### src/rtl/uart_mult_byte_tx.sv
// Packet UART transmitter: frames a latched payload as HEAD, payload bytes, [CRC8], TAIL, each byte 8N1 LSB first.
// Optional feature macro: UART_TX_CRC8_EN inserts a CRC-8/SMBUS byte (over payload only) ahead of TAIL.
module uart_mult_byte_tx #(
  parameter int         CLK_FREQ  = 50000000,
  parameter int         BAUD      = 115200,
  parameter int         NUM_BYTES = 11,
  parameter logic [7:0] HEAD      = 8'hA5,
  parameter logic [7:0] TAIL      = 8'h5A
) (
  input  logic                   clk_50M_o,
  input  logic                   rst_n,
  input  logic                   tx_start,
  input  logic [8*NUM_BYTES-1:0] tx_data,
  output logic                   tx_busy,
  output logic                   tx_done,
  output logic [5:0]             byte_idx,
  output logic                   uart_txd
);

  localparam int            BIT_CNT   = CLK_FREQ / BAUD;
  localparam int            CW        = (BIT_CNT > 1) ? $clog2(BIT_CNT) : 1;
  localparam logic [CW-1:0] BAUD_LAST = CW'(BIT_CNT - 1);
  localparam logic [5:0]    LAST_PAY  = 6'(NUM_BYTES);
`ifdef UART_TX_CRC8_EN
  localparam logic [5:0]    LAST_IDX  = 6'(NUM_BYTES + 2);
`else
  localparam logic [5:0]    LAST_IDX  = 6'(NUM_BYTES + 1);
`endif

  typedef enum logic [2:0] {IDLE, START, DATA, STOP, NEXT} state_t;

  state_t                 state;
  logic [CW-1:0]          baud_cnt;
  logic [2:0]             bit_cnt;
  logic [7:0]             tx_byte;
  logic [8*NUM_BYTES-1:0] shadow;
  logic                   bit_end;

  assign bit_end = (baud_cnt == BAUD_LAST);

`ifdef UART_TX_CRC8_EN
  logic [7:0] crc;
  logic       crc_fb;
  logic       pay_byte;

  // CRC-8/SMBUS consumes each byte MSB first even though the line sends LSB first.
  assign pay_byte = (byte_idx != 6'd0) && (byte_idx <= LAST_PAY);
  assign crc_fb   = crc[7] ^ tx_byte[3'd7 - bit_cnt];
`endif

  always_ff @(posedge clk_50M_o or negedge rst_n) begin
    if (!rst_n) begin
      state    <= IDLE;
      baud_cnt <= '0;
      bit_cnt  <= 3'd0;
      tx_byte  <= 8'h00;
      shadow   <= '0;
      byte_idx <= 6'd0;
      tx_busy  <= 1'b0;
      tx_done  <= 1'b0;
      uart_txd <= 1'b1;
`ifdef UART_TX_CRC8_EN
      crc      <= 8'h00;
`endif
    end else begin
      tx_done <= 1'b0;
      case (state)
        IDLE: begin
          uart_txd <= 1'b1;
          if (tx_start) begin
            shadow   <= tx_data;
            tx_byte  <= HEAD;
            byte_idx <= 6'd0;
            baud_cnt <= '0;
            bit_cnt  <= 3'd0;
            tx_busy  <= 1'b1;
            uart_txd <= 1'b0;
            state    <= START;
`ifdef UART_TX_CRC8_EN
            crc      <= 8'h00;
`endif
          end
        end
        START: begin
          if (bit_end) begin
            baud_cnt <= '0;
            bit_cnt  <= 3'd0;
            uart_txd <= tx_byte[0];
            state    <= DATA;
          end else begin
            baud_cnt <= baud_cnt + 1'b1;
          end
        end
        DATA: begin
          if (bit_end) begin
            baud_cnt <= '0;
`ifdef UART_TX_CRC8_EN
            if (pay_byte) crc <= {crc[6:0], 1'b0} ^ (crc_fb ? 8'h07 : 8'h00);
`endif
            if (bit_cnt == 3'd7) begin
              uart_txd <= 1'b1;
              state    <= STOP;
            end else begin
              bit_cnt  <= bit_cnt + 3'd1;
              uart_txd <= tx_byte[bit_cnt + 3'd1];
            end
          end else begin
            baud_cnt <= baud_cnt + 1'b1;
          end
        end
        STOP: begin
          if (bit_end) begin
            baud_cnt <= '0;
            state    <= NEXT;
          end else begin
            baud_cnt <= baud_cnt + 1'b1;
          end
        end
        NEXT: begin
          baud_cnt <= '0;
          bit_cnt  <= 3'd0;
          if (byte_idx == LAST_IDX) begin
            byte_idx <= 6'd0;
            tx_busy  <= 1'b0;
            tx_done  <= 1'b1;
            uart_txd <= 1'b1;
            state    <= IDLE;
          end else begin
            // Payload is consumed from the bottom of the shadow register, byte 0 first.
            if (byte_idx < LAST_PAY) begin
              tx_byte <= shadow[7:0];
              shadow  <= shadow >> 8;
`ifdef UART_TX_CRC8_EN
            end else if (byte_idx == LAST_PAY) begin
              tx_byte <= crc;
`endif
            end else begin
              tx_byte <= TAIL;
            end
            byte_idx <= byte_idx + 6'd1;
            uart_txd <= 1'b0;
            state    <= START;
          end
        end
        default: begin
          uart_txd <= 1'b1;
          tx_busy  <= 1'b0;
          state    <= IDLE;
        end
      endcase
    end
  end

endmodule

### config.mk
export PLATFORM = sky130hd
export DESIGN_NAME = uart_mult_byte_tx
export DESIGN_NICKNAME = d
export VERILOG_FILES = /design/src/rtl/uart_mult_byte_tx.sv
export SDC_FILE = /design/constraint.sdc
export NUM_CORES = 1
export LEC_CHECK = 0
export BUFFER_PORTS_ARGS = -buffer_cell sky130_fd_sc_hd__buf_2
export CORE_MARGIN = 2
export CORE_UTILIZATION = 49
export CTS_CLUSTER_SIZE = 8
export DETAILED_ROUTE_END_ITERATION = 10
export PLACE_DENSITY_LB_ADDON = 0.3
export SLEW_MARGIN = 0
export SYNTH_ARGS = -nofsm -noshare
export SYNTH_HDL_FRONTEND = slang
export SYNTH_SLANG_ARGS = --single-unit
### constraint.sdc
create_clock -name clk_50M_o -period 2.77 [get_ports clk_50M_o]
set_input_delay 0.1385 -clock clk_50M_o [delete_from_list [all_inputs] [get_ports clk_50M_o]]
set_output_delay 0.1385 -clock clk_50M_o [all_outputs]
set_load 0.05 [all_outputs]
==> results.tsv <==
stage	metric	value	unit
global_routing	global-route wire length before repair	22.3	mm
power_and_ir_drop	PD cells	826	nW/um^2
synth	post-synthesis sequential area ratio	0.516	
routing	vias per cell	5.42	
sta	RSZ-0062 raised after global routing	false	
sta	TNS Setup	0	ns
sta	Clock Skew	0.00688	ns
placement	Placed Area	6400	um^2
placement	DP HPWL	8.61	mm
job	Max-cap violations	0	
synth	Synth cell types	54	
floorplanning	io pins	100	
layout	Area growth syn-to-layout	25.5	%
clock_tree	CTS resizes	0	
critical_path	Max FO, Critical Path	168	
global_routing	initial antenna violation count	0	
global_routing	GRT Total Usage	0.222	
synth	syn nets	654	
clock_tree	CTS clk-pin slew, worst paths	0.05	ns
layout	most common cell after layout, fill and taps aside	dfrtp_1	
synth	flop and latch count out of synthesis	120	
floorplanning	DIE WIDTH	113	um
sta	max-slew violations	0	
min_path	class of the worst hold path	in -> reg	
sta	highest clock rate	473	MHz
clock_tree	hold bufs inserted after CTS	19	
global_routing	vias in the first global route	4623	
placement	PortBufs	99	
sta	period utilisation layout	0.764	
power_and_ir_drop	Max VDD drop	0.541	mV
clock_tree	CTS Buf Count	17	
layout	Non-Filler Cell Area, Final	7310	um^2
sta	Final setup viols	0	
placement	Final GP Congestion	0.820	
clock_tree	Skew-Pair Late Insertion Delay	0.42	ns
critical_path	CP max-delay cell	buf_12	
critical_path	CP arrival	2.37	ns
layout	fraction of layout cells with a size suffix above 1	0.230	
global_routing	pin count of the biggest net entering global routing	169	
power_and_ir_drop	leakage	3.25	nW
synth	EDFF count, synth	0	
synth	yosys warns	0	
critical_path	CP dominant cell by count	o21ai_0	
routing	DRC Markers	2	
global_routing	total gr overflow	0	
floorplanning	initial core utilization	0.506	
sta	Worst Tran Pin Value	0.620	ns
critical_path	Crit Path Class	reg -> reg	
synth	Mapped Area	5830	um^2
power_and_ir_drop	Pwr Total	6.04	mW
routing	Routed wire per std cell	15.9	um
critical_path	Critical Path, Cell by Cell	ha_1, o21ai_0, a31oi_4, buf_12, o21ai_0	
critical_path	CP required	3.02	ns
floorplanning	Die H	113	um
layout	post-layout net count	759	
clock_tree	TritonCTS clock tree	yes	
status	outcome	complete, but fails checks	
synth	post-synthesis average cell area	10.5	um^2
critical_path	startpoint types	register	
routing	Initial DRT Pass Iterations	7	
synth	Main synth FF type	dfrtp_1	
routing	DRT iter0 DRCs	280	
status	failing checks	DRC	
clock_tree	Bufs on Longest Clock Path	2	
layout	diodes inserted	0	
critical_path	CP endpoint kind	register	
sta	Final min period	2.12	ns
routing	DRT Wirelength	13.0	mm
critical_path	Critical Path Max Stage Delay	0.44	ns
clock_tree	sinks on the clock net	120	
clock_tree	H-tree depth	4	
floorplanning	die area	12800	um^2
sta	Slew HR	0.586	
clock_tree	post-CTS setup repair buffer count	0	
sta	Hold Violations, Final	0	
routing	vias	4432	
routing	post-route ant nets	0	
layout	commonest cells after routing, fill and taps aside	119 x dfrtp_1, 102 x nand2_1, 98 x buf_2, 87 x mux2i_1, 69 x o21ai_0	
floorplanning	# rows	39	
synth	ys async rst share	1.00	
clock_tree	clk root buf	clkbuf_16	
synth	Post-Synthesis Cells	557	
floorplanning	Core Region	11500	um^2
==> where the power goes <==
part	internal (mW)	switching, mW	total (mW)	leakage (nW)
clock	1.92	0.783	2.70	0.346
sequential	2.24	0.328	2.57	1.50
combinational	0.361	0.412	0.773	1.40
==> metrics by stage <==
step	hold slack, ns	std cells	setup WS [ns]	utilization
2_1_floorplan	-0.157	557	0.686	-
3_3_place_gp	0.171	767	0.790	0.556
3_5_place_dp	0.178	767	0.751	0.556
4_1_cts	0.000657	818	0.689	0.635
5_1_grt	0.0155	818	0.503	0.635
6_report	0.00392	818	0.655	0.635
==> flip-flops by register name, summed over array words and instances, names as in the netlist <==
signal	flops
tx_busy	1
tx_done	1
state	3
tx_byte	8
baud_cnt	9
uart_txd	1
shadow	88
bit_cnt	3
byte_idx	6
==> cells by family after synthesis <==
kind of cell | after synthesis | share of synthesized area
buffers and inverters | 49 | 0.0434
adder cells (fa/ha/maj) | 7 | 0.0146
flip-flops | 120 | 0.516
AO/OA/AOI/OAI | 137 | 0.141
AND/OR/NAND/NOR | 147 | 0.116
XOR/XNOR | 3 | 0.00451
multiplexers | 94 | 0.165
==> cell usage after synthesis, types with 6 or more instances <==
cell      number  share of area
a21oi_1        8         0.0069
a22o_1        13          0.020
buf_2         18          0.015
clkbuf_1      12         0.0077
dfrtp_1      119           0.51
ha_1           6          0.013
inv_1          9         0.0058
mux2_2         6          0.012
mux2i_1       87           0.15
nand2_1      102          0.066
nand3_1        8         0.0069
nor2_1        11         0.0071
nor3_1         7         0.0060
o21ai_0       69          0.059
o21ai_1       21          0.018
==> critical path, delay by kind of cell, from the launching register on <==
family,cells,cell delay (ns)
buffers and inverters,1,0.44
DFF,1,0.43
AOI/OAI and AO/OA,3,0.73
adders and majority gates,1,0.23
==> metal layers <==
| metal | GRT usage | vias up | part of all wire | wire (um) |
|---|---|---|---|---|
| met5 | 0 | - | 0 | 0 |
| met1 | 0.268 | 2118 | 0.42 | 5460 |
| met3 | 0.0557 | 21 | 0.051 | 665 |
| li1 | - | 2192 | - | - |
| met2 | 0.384 | 101 | 0.51 | 6640 |
| met4 | 0.0854 | 0 | 0.018 | 240 |
==> final timing paths <==
check,end,slack [ns],start,depth (start not counted)
min in group asynchronous,shadow[15],0.26,rst_n,2
max in group asynchronous,shadow[58],1.71,rst_n,3
min reg2reg,shadow[44],0.48,shadow[44],2
max,shadow[58],0.65,byte_idx[0],5
max reg2reg,shadow[58],0.65,byte_idx[0],5
min,shadow[78],0.004,tx_data[78],3
==> final cells by class <==
type,instances,area [um^2]
fill,921,4200
sequential,120,3000
multi-input combinational,388,2580
timing repair buffer,126,786
clock buffer,20,457
clock inverter,12,269
tap,143,179
inverter,9,33.8
(Power assumes the default switching activity.)
